===== config.mk =====
export PLATFORM = sky130hd
export DESIGN_NAME = oven_sequencer
export DESIGN_NICKNAME = d
export VERILOG_FILES = /design/src/rtl/oven_pkg.sv /design/src/rtl/oven_idle_timer.sv /design/src/rtl/oven_sequencer.sv
export SDC_FILE = /design/constraint.sdc
export NUM_CORES = 1
export LEC_CHECK = 0
export ABC_AREA = 1
export CORE_MARGIN = 3
export CORE_UTILIZATION = 55
export CTS_CLUSTER_SIZE = 30
export DETAILED_ROUTE_END_ITERATION = 10
export PLACE_DENSITY = 0.81
export SYNTH_ARGS = -nofsm -noshare
export SYNTH_HDL_FRONTEND = slang
export SYNTH_SLANG_ARGS = --single-unit

===== constraint.sdc =====
create_clock -name clk -period 1.8 [get_ports clk]
set_input_delay 0.27 -clock clk [delete_from_list [all_inputs] [get_ports clk]]
set_output_delay 0.27 -clock clk [all_outputs]
set_load 0.01 [all_outputs]

===== src/rtl/oven_pkg.sv =====
// Shared definitions for the oven mode controller: state codes, value width, ambient temperature.
package oven_pkg;

   typedef enum logic [1:0] {
      ST_IDLE     = 2'd0,
      ST_SET_TEMP = 2'd1,
      ST_BAKING   = 2'd2,
      ST_SET_TIME = 2'd3
   } oven_state_t;

   localparam int VAL_W = 10;
   localparam logic [VAL_W-1:0] AMBIENT_TEMP = 10'd65;

endpackage


===== src/rtl/oven_idle_timer.sv =====
// Entry-screen inactivity timer: counts 1 Hz ticks while enabled and pulses o_expire
// for one clk on the tick that reaches IDLE_TIMEOUT.
module oven_idle_timer #(
   parameter int IDLE_TIMEOUT = 30
) (
   input  logic clk,
   input  logic reset,
   input  logic i_enable,
   input  logic i_clear,
   input  logic i_tick,
   output logic o_expire
);

   localparam int CW = $clog2(IDLE_TIMEOUT + 1);
   localparam logic [CW-1:0] LAST = CW'(IDLE_TIMEOUT - 1);

   logic [CW-1:0] r_count;
   logic          w_hit;

   // A press in the same clk as a tick suppresses the expiry and restarts the count.
   assign w_hit    = i_enable & ~i_clear & i_tick & (r_count == LAST);
   assign o_expire = w_hit;

   // Tick counter, held at zero whenever the owning screen is inactive.
   always_ff @(posedge clk or posedge reset) begin
      if (reset) begin
         r_count <= {CW{1'b0}};
      end else if (!i_enable || i_clear || w_hit) begin
         r_count <= {CW{1'b0}};
      end else if (i_tick) begin
         r_count <= r_count + CW'(1);
      end else begin
         r_count <= r_count;
      end
   end

endmodule


===== src/rtl/oven_sequencer.sv =====
// Oven mode controller: button pulses -> state code, target temperature and timer entry.
// Optional door interlock enabled by defining OVEN_DOOR_INTERLOCK_EN.
module oven_sequencer
   import oven_pkg::*;
#(
   parameter int TEMP_MIN     = 150,
   parameter int TEMP_MAX     = 550,
   parameter int TEMP_DEFAULT = 350,
   parameter int TEMP_STEP    = 5,
   parameter int TIME_STEP    = 60,
   parameter int TIME_MAX     = 960,
   parameter int IDLE_TIMEOUT = 30
) (
   input  logic             clk,
   input  logic             reset,
   input  logic             tick_1hz,
   input  logic             btn_mode,
   input  logic             btn_up,
   input  logic             btn_down,
   input  logic             btn_start,
   input  logic             btn_cancel,
   input  logic             door_open,
   input  logic             cycle_done,
   output logic [1:0]       state,
   output logic [VAL_W-1:0] target_temp,
   output logic [VAL_W-1:0] timer_val,
   output logic             done_pulse,
   output logic             alarm
);

   localparam int EW = VAL_W + 1;
   localparam logic [EW-1:0] L_TEMP_MIN  = EW'(TEMP_MIN);
   localparam logic [EW-1:0] L_TEMP_MAX  = EW'(TEMP_MAX);
   localparam logic [EW-1:0] L_TEMP_STEP = EW'(TEMP_STEP);
   localparam logic [EW-1:0] L_TIME_STEP = EW'(TIME_STEP);
   localparam logic [EW-1:0] L_TIME_MAX  = EW'(TIME_MAX);

   oven_state_t      r_state, w_state_nxt;
   logic [VAL_W-1:0] r_temp, w_temp_nxt, r_timer, w_timer_nxt;
   logic             r_done, w_done_nxt;
   logic             w_any_press, w_expire, w_entry, w_abort, w_start_ok;
   logic             w_up_only, w_down_only;
   logic [EW-1:0]    w_temp_ext, w_temp_sum, w_temp_diff;
   logic [EW-1:0]    w_timer_ext, w_timer_sum, w_timer_diff;
   logic [VAL_W-1:0] w_temp_up, w_temp_dn, w_timer_up, w_timer_dn;

   assign w_any_press = btn_mode | btn_up | btn_down | btn_start | btn_cancel;
   assign w_up_only   = btn_up & ~btn_down;
   assign w_down_only = btn_down & ~btn_up;
   assign w_entry     = (r_state == ST_SET_TEMP) || (r_state == ST_SET_TIME);

   // Step arithmetic is one bit wider than the values so clamping sees the true result.
   assign w_temp_ext   = {1'b0, r_temp};
   assign w_temp_sum   = w_temp_ext + L_TEMP_STEP;
   assign w_temp_diff  = w_temp_ext - L_TEMP_STEP;
   assign w_temp_up    = (w_temp_sum > L_TEMP_MAX) ? L_TEMP_MAX[VAL_W-1:0] : w_temp_sum[VAL_W-1:0];
   assign w_temp_dn    = (w_temp_ext < (L_TEMP_MIN + L_TEMP_STEP)) ? L_TEMP_MIN[VAL_W-1:0]
                                                                   : w_temp_diff[VAL_W-1:0];
   assign w_timer_ext  = {1'b0, r_timer};
   assign w_timer_sum  = w_timer_ext + L_TIME_STEP;
   assign w_timer_diff = w_timer_ext - L_TIME_STEP;
   assign w_timer_up   = (w_timer_sum > L_TIME_MAX) ? L_TIME_MAX[VAL_W-1:0] : w_timer_sum[VAL_W-1:0];
   assign w_timer_dn   = (w_timer_ext < L_TIME_STEP) ? {VAL_W{1'b0}} : w_timer_diff[VAL_W-1:0];

   oven_idle_timer #(
      .IDLE_TIMEOUT (IDLE_TIMEOUT)
   ) u_idle_timer (
      .clk      (clk),
      .reset    (reset),
      .i_enable (w_entry),
      .i_clear  (w_any_press),
      .i_tick   (tick_1hz),
      .o_expire (w_expire)
   );

`ifdef OVEN_DOOR_INTERLOCK_EN
   logic r_door_q, r_alarm;

   assign w_abort    = (r_state == ST_BAKING) & door_open & ~r_door_q;
   assign w_start_ok = ~door_open;
   assign alarm      = r_alarm;

   // Door edge history and alarm latch; a new abort outranks a simultaneous clearing press.
   always_ff @(posedge clk or posedge reset) begin
      if (reset) begin
         r_door_q <= 1'b0;
         r_alarm  <= 1'b0;
      end else begin
         r_door_q <= door_open;
         if (w_abort) begin
            r_alarm <= 1'b1;
         end else if (w_any_press) begin
            r_alarm <= 1'b0;
         end else begin
            r_alarm <= r_alarm;
         end
      end
   end
`else
   logic w_unused_door;

   assign w_unused_door = door_open;
   assign w_abort       = 1'b0;
   assign w_start_ok    = 1'b1;
   assign alarm         = 1'b0;
`endif

   // Next-state and value update; press priority is cancel > mode > start > up > down.
   always_comb begin
      w_state_nxt = r_state;
      w_temp_nxt  = r_temp;
      w_timer_nxt = r_timer;
      w_done_nxt  = 1'b0;
      case (r_state)
         ST_IDLE: begin
            if (!btn_cancel && btn_mode) begin
               w_state_nxt = ST_SET_TEMP;
            end else begin
               w_state_nxt = ST_IDLE;
            end
         end
         ST_SET_TEMP: begin
            if (btn_cancel) begin
               w_state_nxt = ST_IDLE;
            end else if (btn_mode) begin
               w_state_nxt = ST_SET_TIME;
            end else if (btn_start) begin
               w_state_nxt = ST_SET_TEMP;
            end else if (w_up_only) begin
               w_temp_nxt = w_temp_up;
            end else if (w_down_only) begin
               w_temp_nxt = w_temp_dn;
            end else if (w_expire) begin
               w_state_nxt = ST_IDLE;
            end else begin
               w_state_nxt = ST_SET_TEMP;
            end
         end
         ST_SET_TIME: begin
            if (btn_cancel) begin
               w_state_nxt = ST_IDLE;
            end else if (btn_mode) begin
               w_state_nxt = ST_SET_TEMP;
            end else if (btn_start) begin
               if ((r_timer != {VAL_W{1'b0}}) && w_start_ok) begin
                  w_state_nxt = ST_BAKING;
               end else begin
                  w_state_nxt = ST_SET_TIME;
               end
            end else if (w_up_only) begin
               w_timer_nxt = w_timer_up;
            end else if (w_down_only) begin
               w_timer_nxt = w_timer_dn;
            end else if (w_expire) begin
               w_state_nxt = ST_IDLE;
            end else begin
               w_state_nxt = ST_SET_TIME;
            end
         end
         ST_BAKING: begin
            if (w_abort || btn_cancel) begin
               w_state_nxt = ST_IDLE;
            end else if (cycle_done) begin
               w_state_nxt = ST_IDLE;
               w_done_nxt  = 1'b1;
            end else begin
               w_state_nxt = ST_BAKING;
            end
         end
         default: begin
            w_state_nxt = ST_IDLE;
         end
      endcase
   end

   // Output registers.
   always_ff @(posedge clk or posedge reset) begin
      if (reset) begin
         r_state <= ST_IDLE;
         r_temp  <= VAL_W'(TEMP_DEFAULT);
         r_timer <= {VAL_W{1'b0}};
         r_done  <= 1'b0;
      end else begin
         r_state <= w_state_nxt;
         r_temp  <= w_temp_nxt;
         r_timer <= w_timer_nxt;
         r_done  <= w_done_nxt;
      end
   end

   assign state       = r_state;
   assign target_temp = r_temp;
   assign timer_val   = r_timer;
   assign done_pulse  = r_done;

endmodule


== Yosys cells after proc, flatten, opt, wreduce, memory -nomap -nowiden ==
Cells that the tools add are included.

* Register bits: 28
* Input bits: 10
* Output and inout bits: 24
* Word-level logic and storage cells: 80

* $add $sub $neg: 5
* Order comparisons: 4
* Equality and inequality tests: 8
* Mux-type cells: 30
* Bitwise operators: 15
* Reductions and logical operators: 13

{| class="wikitable"
|+ Operators by type and width
! cell !! count
|-
| 2-to-1 mux 10 bit || 8
|-
| 2-to-1 mux 2 bit || 13
|-
| greater-than comparator 11 x 10 -> 1 bit (second input constant) || 2
|-
| != test 5 bit (second input constant) || 4
|-
| adder 10 x 3 -> 11 bit (second input constant) || 1
|-
| adder 10 x 6 -> 11 bit (second input constant) || 1
|-
| less-than comparator 10 x 6 -> 1 bit (second input constant) || 1
|-
| less-than comparator 10 x 8 -> 1 bit (second input constant) || 1
|-
| 2-to-1 mux 5 bit || 2
|-
| AND reduction 5 bit || 2
|-
| nonzero test 10 bit || 1
|-
| subtractor 10 x 3 -> 10 bit (second input constant) || 1
|-
| subtractor 10 x 6 -> 10 bit (second input constant) || 1
|-
| one-hot mux 2 bit (4 select lines) || 1
|-
| 2-to-1 mux 1 bit || 6
|-
| inverter 1 bit || 6
|-
| adder 5 x 1 -> 5 bit (second input constant) || 1
|-
| bitwise AND 1 bit || 5
|-
| == test 5 bit (second input constant) || 1
|-
| == test 2 bit (second input constant) || 2
|-
| bitwise OR 1 bit || 4
|-
| AND reduction 4 bit || 1
|-
| nonzero test 2 bit || 2
|-
| logical OR 1 bit || 3
|-
| 4 further kinds || 5
|}

== Longest topological paths before layout ==
Gate-level depths: netlist (run 1).

* Depth after elaboration: 15
* Gate-level depth with buffers: 13
* Mapped depth without buffers: 13

== Hierarchy ==
From an unflattened synthesis (run 1), not the netlist that was laid out.

* Cells, all modules: 361
* Area total of the unflattened synthesis: 2381.0 sq um

{| class="wikitable"
|+ By module, submodules not included
! module !! instances !! cells each !! area each (sq um) !! sequential area each (sq um)
|-
| oven_sequencer || 1 || 317 || 2042.0 || 533.0
|-
| oven_idle_timer || 1 || 44 || 339.1 || 125.1
|}

== Worst setup path after synthesis (run 1) ==
OpenSTA, ideal clock, no wires.

* Path type: reg2reg
* Start: reg r_timer[2], in the netlist timer_val[2]
* End: reg r_timer[2], in the netlist timer_val[2]
* Library setup time: 0.117 ns
* Data arrival time: 1.536 ns
* Required time: 1.683 ns
* Setup slack: 0.147 ns
* Cell stages (with the launch flop): 11
* Path buffers: 0
* Period minus slack after synthesis: 1.653 ns
* Cells stage by stage: dfrtp_1 inv_1 ha_1 nand3_1 xor2_1 nor2_1 nand4_2 nand2_1 nand2_2 nand2_1 nand2_1

* Cells in the longest elaborated chain, start to end: 4
* Elaborated cells on any way between the ends: 8
* Classes of those cells: add/sub: 2; order compare: 2; mux: 4

{| class="wikitable"
|+ Ends and longest elaborated chain
! item !! RTL line !! RTL
|-
| start, declared || oven_sequencer.sv:39 || <nowiki>logic [VAL_W-1:0] r_temp, w_temp_nxt, r_timer, w_timer_nxt;</nowiki>
|-
| start signal, assigned || oven_sequencer.sv:181 || <nowiki>r_timer <= {VAL_W{1'b0}};</nowiki>
|-
| start signal, assigned || oven_sequencer.sv:186 || <nowiki>r_timer <= w_timer_nxt;</nowiki>
|-
| adder 10 x 6 -> 11 bit, or another cell as far along || oven_sequencer.sv:60 || <nowiki>assign w_timer_sum = w_timer_ext + L_TIME_STEP;</nowiki>
|-
| greater-than comparator 11 x 10 -> 1 bit or 2-to-1 mux 10 bit (tied branches) || oven_sequencer.sv:62, oven_sequencer.sv:63 ||
|-
| 2-to-1 mux 10 bit (on tied branches) || oven_sequencer.sv:62, oven_sequencer.sv:152 ||
|-
| 2-to-1 mux 10 bit (*) || oven_sequencer.sv:150 || <nowiki>end else if (w_up_only) begin</nowiki>
|}

Mark *: on every way between the ends. The rest lies on a longest branch, timed or not. The select of a mux whose other input is x is not followed.
A chain may end at the register's enable or synchronous reset.

== Worst setup path after layout (run 1) ==
* Start: reg r_temp[1], in the netlist target_temp[1]
* End: reg r_temp[3], in the netlist target_temp[3]

* Cells in the longest elaborated chain, start to end: 4
* Elaborated cells on any way between the ends: 8
* Classes of those cells: add/sub: 2; order compare: 2; mux: 4

{| class="wikitable"
|+ Ends and longest elaborated chain
! item !! RTL line !! RTL
|-
| start, declared || oven_sequencer.sv:39 ||
|-
| start signal, assigned || oven_sequencer.sv:180 || <nowiki>r_temp <= VAL_W'(TEMP_DEFAULT);</nowiki>
|-
| start signal, assigned || oven_sequencer.sv:185 || <nowiki>r_temp <= w_temp_nxt;</nowiki>
|-
| adder 10 x 3 -> 11 bit, or another cell as far along || oven_sequencer.sv:54 || <nowiki>assign w_temp_sum = w_temp_ext + L_TEMP_STEP;</nowiki>
|-
| greater-than comparator 11 x 10 -> 1 bit or 2-to-1 mux 10 bit (tied branches) || oven_sequencer.sv:56, oven_sequencer.sv:57 ||
|-
| 2-to-1 mux 10 bit (on tied branches) || oven_sequencer.sv:56, oven_sequencer.sv:131 ||
|-
| 2-to-1 mux 10 bit (*) || oven_sequencer.sv:129 || <nowiki>end else if (w_up_only) begin</nowiki>
|}

Marks and branches as above.

==> results of run 1 <==
cells in the mapped netlist, drive strengths merged, types with 5 or more instances:
cell type and n:
nand2 84, nor2 51, inv 50, nand3 27
o21ai 21, dfrtp 20, a21oi 16, ha 11
nand4 9, xor2 9, buf 8, a21boi 6
dfstp 6, nor3 5
flip-flops by register name (all words and copies together) (netlist names):
name	flops
done_pulse	1
state	2
u_idle_timer.r_count	5
timer_val	8
target_temp	10
kinds of logic (layout without fill, tap and decap cells):
logic type | after synthesis | in the layout | synth area share, %
AOI/OAI and AO/OA | 53 | 53 | 13.8
adders and majority gates | 11 | 11 | 6.12
DFF | 26 | 26 | 29.3
xor gates and xnor gates | 12 | 12 | 5.01
other | 1 | 3 | 0.167
and+or+nand+nor | 180 | 180 | 34.6
buffers and inverters | 61 | 117 | 11.0
what timing repair did:
| item | 4_1_cts | 5_1_grt |
|---|---|---|
| pin swaps | 3 | 20 |
| endpoints found under the hold margin | 0 | 0 |
| endpoints found under the setup margin | 4 | 19 |
| gates resized for setup | 7 | 56 |
| buffers inserted | 0 | 8 |
worst max-delay path by stage:
stage	end	slack (ps)	depth (start not counted)
2_1_floorplan	timer_val[2]	150	10
6_report	target_temp[3]	-100	12
5_1_grt	target_temp[3]	-200	12
4_1_cts	target_temp[8]	-4	11
3_3_place_gp	target_temp[2]	-250	12
3_5_place_dp	target_temp[2]	-280	12
area by class of cell:
class / count / area (sq um) / area share (%)
multi-input combinational: 259 / 1550 / 50.7
inverter: 51 / 191 / 6.26
clock buffer: 4 / 55.1 / 1.80
tap: 48 / 60.1 / 1.96
sequential: 26 / 661 / 21.6
timing repair buffer: 62 / 541 / 17.7
power by group through the flow:
stage               Clock, mW  Sequential, mW  Combinational [mW]
finish                  0.388            1.01                2.05
global route            0.419            1.04                2.24
CTS                     0.393           0.959                1.58
detailed placement          0           0.961                1.54
global placement            0           0.960                1.51
floorplan                   0           0.959               0.974
critical path, delay by kind of cell (launching register included):
kind                     cells  cell delay, ps
flip-flops                   1             660
AND/OR/NAND/NOR              7             530
buffers and inverters        3             360
adder cells (fa/ha/maj)      1             190
AO/OA/AOI/OAI                1             110
metal layers:
layer	wire [microns]	share of wire [%]	up-vias	track usage, %
met1	2670	44	1139	31.1
li1	-	-	1212	-
met2	2940	49	99	38.3
met4	101	1.7	0	4.26
met5	0	0	-	0
met3	352	5.8	15	3.17
cells in the final DEF (no fill, tap or decap), types with 2 or more instances in the layout:
cell,count
sky130_fd_sc_hd__ha_1,6
sky130_fd_sc_hd__a31oi_1,2
sky130_fd_sc_hd__a21boi_0,3
sky130_fd_sc_hd__nand2_4,5
sky130_fd_sc_hd__o21ai_0,16
sky130_fd_sc_hd__nor2_2,10
sky130_fd_sc_hd__dfrtp_1,18
sky130_fd_sc_hd__clkbuf_8,4
sky130_fd_sc_hd__buf_4,33
sky130_fd_sc_hd__a21boi_1,3
sky130_fd_sc_hd__inv_1,41
sky130_fd_sc_hd__nor2_1,39
sky130_fd_sc_hd__nand3_2,6
sky130_fd_sc_hd__ha_4,4
sky130_fd_sc_hd__nand2_2,12
sky130_fd_sc_hd__a22oi_2,2
sky130_fd_sc_hd__dfrtp_2,2
sky130_fd_sc_hd__nand2_1,67
sky130_fd_sc_hd__nor3_1,3
sky130_fd_sc_hd__conb_1,3
sky130_fd_sc_hd__nand3_1,21
sky130_fd_sc_hd__o21ai_1,4
sky130_fd_sc_hd__xor2_1,8
sky130_fd_sc_hd__a21oi_2,4
sky130_fd_sc_hd__nor3_2,2
sky130_fd_sc_hd__nor2_4,2
sky130_fd_sc_hd__a21oi_1,12
sky130_fd_sc_hd__dfstp_2,6
sky130_fd_sc_hd__inv_2,9
sky130_fd_sc_hd__xnor2_1,3
sky130_fd_sc_hd__clkdlybuf4s50_1,28
sky130_fd_sc_hd__nand4_1,8
==> load_flow_metrics.sql, run 1 <==
INSERT INTO impl_metrics (metric_group, metric, value, unit) VALUES
('outcome', 'status', 'finished with violations', ''),
('outcome', 'failed_checks', 'negative setup slack', ''),
('synthesis', 'yosysWarningCount', '0', ''),
('critical_path', 'setup.worst_path.start_class', 'register', ''),
('routing', 'wire_per_inst', '13.5', 'microns'),
('place', 'placement.cell_area', '2740', 'sq um'),
('timing', 'min_period_over_period', '106', '%'),
('cells_and_area', 'postLayoutCoreUtil', '80.6', '%'),
('power_and_ir_drop', 'clock_share_of_power', '11.3', '%'),
('critical_path', 'worst_setup_path_startpoint', 'target_temp[1]', ''),
('die', 'rows', '22', ''),
('routing', 'dr.pass1.iters', '5', ''),
('cells_and_area', 'number_of_fillers_in_the_final_layout', '257', ''),
('cells_and_area', 'drive_above_1_share', '26.6', '%'),
('routing', 'route.antenna.remaining_nets', '0', ''),
('critical_path', 'worstSetupPathType', 'register to register', ''),
('grt', 'number_of_antenna_violations_at_the_first_check_in_global_routing', '0', ''),
('grt', 'grt_start_max_net_pins', '27', ''),
('timing', 'timing.final.setup_violations', '7', ''),
('power_and_ir_drop', 'power.net_switching', '1.59', 'mW'),
('synthesis', 'synth.cell_area', '2250', 'sq um'),
('cts', 'insertion_delay', '280', 'ps'),
('grt', 'grt_pass1_vias', '2112', ''),
('synthesis', 'ys_types', '40', ''),
('critical_path', 'maximum_fanout_along_the_worst_path', '7', ''),
('cts', 'worst_setup_hold_path_clk_slew', '100', 'ps'),
('critical_path', 'crit_path_end_kind', 'register', ''),
('synthesis', 'synth.top_cell.area_share', '22.3', '%'),
('power_and_ir_drop', 'comb_power_share', '59.5', '%'),
('routing', 'via_per_inst', '5.48', ''),
('power_and_ir_drop', 'power-per-cell-area', '1120', 'nW/um^2'),
('critical_path', 'regToRegSetupSlack', '-100', 'ps'),
('synthesis', 'synth_top_cells_by_area', 'sky130_fd_sc_hd__dfrtp_1 (22%), sky130_fd_sc_hd__nand2_1 (13%), sky130_fd_sc_hd__nor2_1 (8.5%)', ''),
('critical_path', 'worstPathCellList', 'inv_2 > buf_4 > ha_1 > nor2_2 > nand2_1 > nand3_2 > nand2_2 > nand2_4 > nand2_4 > buf_4 > a21oi_2 > nor2_1', ''),
('routing', 'detail_route.drc_violations', '0', ''),
('power_and_ir_drop', 'report.power.total', '3.44', 'mW'),
('synthesis', 'synth-edff-count', '0', ''),
('cts', 'bufs_on_longest_clock_path', '2', ''),
('die', 'dieHeight', '69.9', 'microns'),
('cts', 'cts_hold_buffers', '0', ''),
('die', 'die_area', '4890', 'sq um'),
('synthesis', 'synth-main-ff-cell', 'sky130_fd_sc_hd__dfrtp_1', ''),
('timing', 'post-route-min-period', '1900', 'ps'),
('timing', 'setup_ws', '-103', 'ps'),
('timing', 'timing_max_transition_violations_final', '0', ''),
('synthesis', 'netlist.top_cell.by_area', 'sky130_fd_sc_hd__dfrtp_1', ''),
('timing', 'hold_worst_slack', '358', 'ps'),
('timing', 'fin_setup_tns', '-184', 'ps'),
('power_and_ir_drop', 'irDropWorstVdd', '1.16', 'mV'),
('cts', 'cts_made_buffers', '3', ''),
('place', 'dpl.hpwl', '4230', 'microns'),
('timing', 'grt_setup_unrepaired', 'true', ''),
('cells_and_area', 'fin_cells', '450', ''),
('power_and_ir_drop', 'cellLeakagePower', '1.44', 'nW'),
('place', 'dpl.cell_count', '438', ''),
('die', 'initial_utilization', '59.2', '%'),
('critical_path', 'critPathRequiredTime', '2010', 'ps'),
('cells_and_area', 'fin_area', '3060', 'sq um'),
('cts', 'cts.htree.levels', '1', ''),
('critical_path', 'cp_slowest_cell', 'sky130_fd_sc_hd__dfstp_2', ''),
('grt', 'grt_pass1_wl', '9290', 'microns'),
('routing', 'finalWirelength', '6060', 'microns'),
('synthesis', 'post_synth_inst_count', '344', ''),
('die', 'dieWidth', '69.9', 'microns'),
('cells_and_area', 'antennaDiodeCount', '0', ''),
('synthesis', 'syn_avg_cell_area', '6.53', 'sq um'),
('grt', 'groute.usage.overall', '22.7', '%'),
('power_and_ir_drop', 'switching_portion_of_total_power', '46.3', '%'),
('cts', 'clockRootBuffer', 'sky130_fd_sc_hd__clkbuf_8', ''),
('routing', 'detailedRoute.firstIterationViolations', '245', ''),
('job', 'maxCapViolCount', '0', '');
(Power assumes the default switching activity.)
==> inputs of run 2 (changes only) <==
--- a/config.mk
+++ b/config.mk
@@ -6,7 +6,6 @@
 export NUM_CORES = 1
 export LEC_CHECK = 0
 export ABC_AREA = 1
-export CORE_MARGIN = 3
 export CORE_UTILIZATION = 55
 export CTS_CLUSTER_SIZE = 30
 export DETAILED_ROUTE_END_ITERATION = 10
==> run 2 against run 1 <==
The flow still finishes with violations (negative setup slack). Register-to-register slack improved by 50 ps. Sequential power is essentially flat. Non-clock buffer count rose by 4. Die area down 11%.
==> load_flow_metrics.sql, run 2 (synthesized netlist as in run 1, its figures left out) <==
INSERT INTO impl_metrics (metric_group, metric, value, unit) VALUES
('grt', 'number_of_antenna_violations_at_the_first_check_in_global_routing', '0', ''),
('routing', 'route.vias.total', '2590', ''),
('cells_and_area', 'final_common_cell', 'sky130_fd_sc_hd__nand2_1', ''),
('grt', 'grt.busiest_layer', 'met2', ''),
('place', 'dpl.hpwl', '4450', 'microns'),
('critical_path', 'crit_path_end_kind', 'register', ''),
('grt', 'overflow', '0', ''),
('die', 'initial_utilization', '59.2', '%'),
('timing', 'timing_hold_violations_final', '0', ''),
('critical_path', 'r2r-end', 'target_temp[6]', ''),
('die', 'floorplan.core_area', '3800', 'sq um'),
('min_path', 'hold_path.class', 'input pin to async pin', ''),
('die', 'rows', '22', ''),
('cts', 'cts.sink_count', '26', ''),
('grt', 'groute.usage.overall', '30.6', '%'),
('timing', 'min_period_over_period', '103', '%'),
('cts', 'cts.htree.levels', '1', ''),
('outcome', 'failed_checks', 'negative setup slack', ''),
('power_and_ir_drop', 'power-per-cell-area', '1150', 'nW/um^2'),
('cells_and_area', 'antennaDiodeCount', '0', ''),
('critical_path', 'maximum_fanout_along_the_worst_path', '6', ''),
('routing', 'route.antenna.remaining_nets', '0', ''),
('critical_path', 'regToRegSetupSlack', '-50', 'ps'),
('critical_path', 'setup.worst_path.start_class', 'register', ''),
('critical_path', 'timing.reg2reg.worst_path_depth', '10', ''),
('critical_path', 'critPathRequiredTime', '2000', 'ps'),
('die', 'io_pins', '34', ''),
('cells_and_area', 'drive_above_1_share', '27.6', '%'),
('grt', 'grt_pass1_vias', '2312', ''),
('routing', 'dr.pass1.iters', '5', ''),
('cells_and_area', 'postLayoutCoreUtil', '82.2', '%'),
('routing', 'detail_route.drc_violations', '0', ''),
('timing', 'timing_max_transition_violations_final', '0', ''),
('cells_and_area', 'layout_common_cells', 'sky130_fd_sc_hd__nand2_1 (65), sky130_fd_sc_hd__inv_1 (40), sky130_fd_sc_hd__nor2_1 (40)', ''),
('cts', 'insertion_delay', '280', 'ps'),
('critical_path', 'crit_arrival', '2060', 'ps'),
('routing', 'detailedRoute.firstIterationViolations', '232', ''),
('power_and_ir_drop', 'irDropWorstVdd', '1.28', 'mV'),
('place', 'placement.cell_area', '2720', 'sq um'),
('place', 'place_ws', '-273', 'ps'),
('routing', 'wire_per_inst', '14.5', 'microns'),
('timing', 'fmax', '540', 'MHz'),
('timing', 'post-route-min-period', '1850', 'ps'),
('grt', 'grt_pass1_wl', '10300', 'microns'),
('cells_and_area', 'fin_area', '3120', 'sq um'),
('grt', 'grt_start_max_net_pins', '27', ''),
('job', 'maxCapViolCount', '0', ''),
('grt', 'use_met3', '4.66', '%'),
('timing', 'grt_setup_unrepaired', 'true', ''),
('cts', 'worst_setup_hold_path_clk_slew', '100', 'ps'),
('cts', 'bufs_on_longest_clock_path', '2', ''),
('routing', 'finalWirelength', '6570', 'microns'),
('timing', 'setup_ws', '-52.5', 'ps'),
('outcome', 'status', 'finished with violations', ''),
('cts', 'clockRootBuffer', 'sky130_fd_sc_hd__clkbuf_8', ''),
('critical_path', 'crit_end', 'target_temp[6]', ''),
('cts', 'cts_made_buffers', '3', ''),
('cts', 'cts_hold_buffers', '0', ''),
('cells_and_area', 'layout.nets', '428', ''),
('place', 'numPortBuffers', '29', ''),
('grt', 'gr-usage-met1', '39.4', '%'),
('die', 'dieHeight', '65.9', 'microns'),
('die', 'die_area', '4350', 'sq um'),
('critical_path', 'worst_setup_path_startpoint', 'target_temp[1]', ''),
('timing', 'timing.final.setup_violations', '10', ''),
('critical_path', 'critical_path.reg2reg.startpoint', 'target_temp[1]', ''),
('power_and_ir_drop', 'cellLeakagePower', '1.48', 'nW'),
('grt', 'met2_usage', '52.6', '%'),
('timing', 'fin_worst_skew', '6.00', 'ps'),
('routing', 'via_per_inst', '5.70', ''),
('cts', 'tritoncts', 'done', ''),
('critical_path', 'worstSetupPathType', 'register to register', ''),
('die', 'dieWidth', '65.9', 'microns'),
('place', 'globalplace.congestion', '0.917', ''),
('cells_and_area', 'largest_register_ffs', '10', ''),
('cells_and_area', 'areaGrowthSynthToFinish', '39.0', '%');
run 2: cell count changes in the layout (fill, tap and decap cells not counted), moves of 2 or more:
cell                       change
sky130_fd_sc_hd__nand3_2       -2
sky130_fd_sc_hd__a21boi_2      +2
sky130_fd_sc_hd__a21boi_1      -2
sky130_fd_sc_hd__buf_4         +3
sky130_fd_sc_hd__inv_4         +2
sky130_fd_sc_hd__nand2_1       -2
sky130_fd_sc_hd__o21ai_1       +2
sky130_fd_sc_hd__o21ai_0       -2
sky130_fd_sc_hd__nor2_2        -2
sky130_fd_sc_hd__nand3_1       +2
run 2: power by group:
group / internal, mW / total (mW) / switching [mW]
Clock: 0.196 / 0.396 / 0.200
Sequential: 0.753 / 1.01 / 0.257
Combinational: 0.965 / 2.19 / 1.23
run 2: how the worst min path moves through the flow:
stage	start	cells past startpoint	to	slack (ps)
final	reset	3	target_temp[0]	360
after global routing	reset	3	u_idle_timer.r_count[0]	400
after CTS	reset	3	target_temp[0]	370
after floorplan	reset	1	done_pulse	310
after global placement	u_idle_timer.r_count[1]	2	u_idle_timer.r_count[1]	530
after detailed placement	u_idle_timer.r_count[1]	2	u_idle_timer.r_count[1]	530
run 2: layer usage:
metal,routed length [microns],up-vias
li1,-,1230
met1,2740,1221
met2,3350,122
met3,362,17
met4,125,0
met5,0,-
run 2: through the flow:
stage | setup TNS, ps | hold slack, ps | power, mW | instances
detailed placement | -3570 | 530 | 2.52 | 436
floorplan | 0 | 306 | 1.93 | 346
CTS | -14.2 | 371 | 3.06 | 442
global placement | -2140 | 526 | 2.46 | 436
global route | -1650 | 401 | 3.83 | 454
finish | -260 | 356 | 3.60 | 454
run 2: area by class of cell:
class | instances | area, sq um
multi-input cells | 259 | 1580
fillers | 242 | 676
flip-flops and latches | 26 | 659
repair buffers | 66 | 574
inverters | 51 | 196
well taps | 48 | 60.1
clock buffers | 4 | 55.1
run 2: critical path: stages, from the launching register on:
cell and delay (ps):
sky130_fd_sc_hd__dfstp_2 640, sky130_fd_sc_hd__ha_4 170, sky130_fd_sc_hd__nor2_4 40, sky130_fd_sc_hd__or2_1 260, sky130_fd_sc_hd__nand2_2 80, sky130_fd_sc_hd__nand3_2 70, sky130_fd_sc_hd__nand2_2 90, sky130_fd_sc_hd__nand2_4 80
sky130_fd_sc_hd__nand2_8 100, sky130_fd_sc_hd__nand2_4 60, sky130_fd_sc_hd__a22oi_2 180
run 2: timing repair:
action                                  CTS  global route
pin swaps                                10            26
endpoints found under the setup margin   10            17
setup buffers                             2            12
gates resized for setup                  11            62
==> inputs of run 3 (changes only) <==
--- a/config.mk
+++ b/config.mk
@@ -6,10 +6,12 @@
 export NUM_CORES = 1
 export LEC_CHECK = 0
 export ABC_AREA = 1
+export CAP_MARGIN = 20
 export CORE_UTILIZATION = 55
 export CTS_CLUSTER_SIZE = 30
 export DETAILED_ROUTE_END_ITERATION = 10
 export PLACE_DENSITY = 0.81
+export SLEW_MARGIN = 25
 export SYNTH_ARGS = -nofsm -noshare
 export SYNTH_HDL_FRONTEND = slang
 export SYNTH_SLANG_ARGS = --single-unit
==> results of run 3 <==
Same layout as run 2: the final DEF is identical, and so are final timing and power.
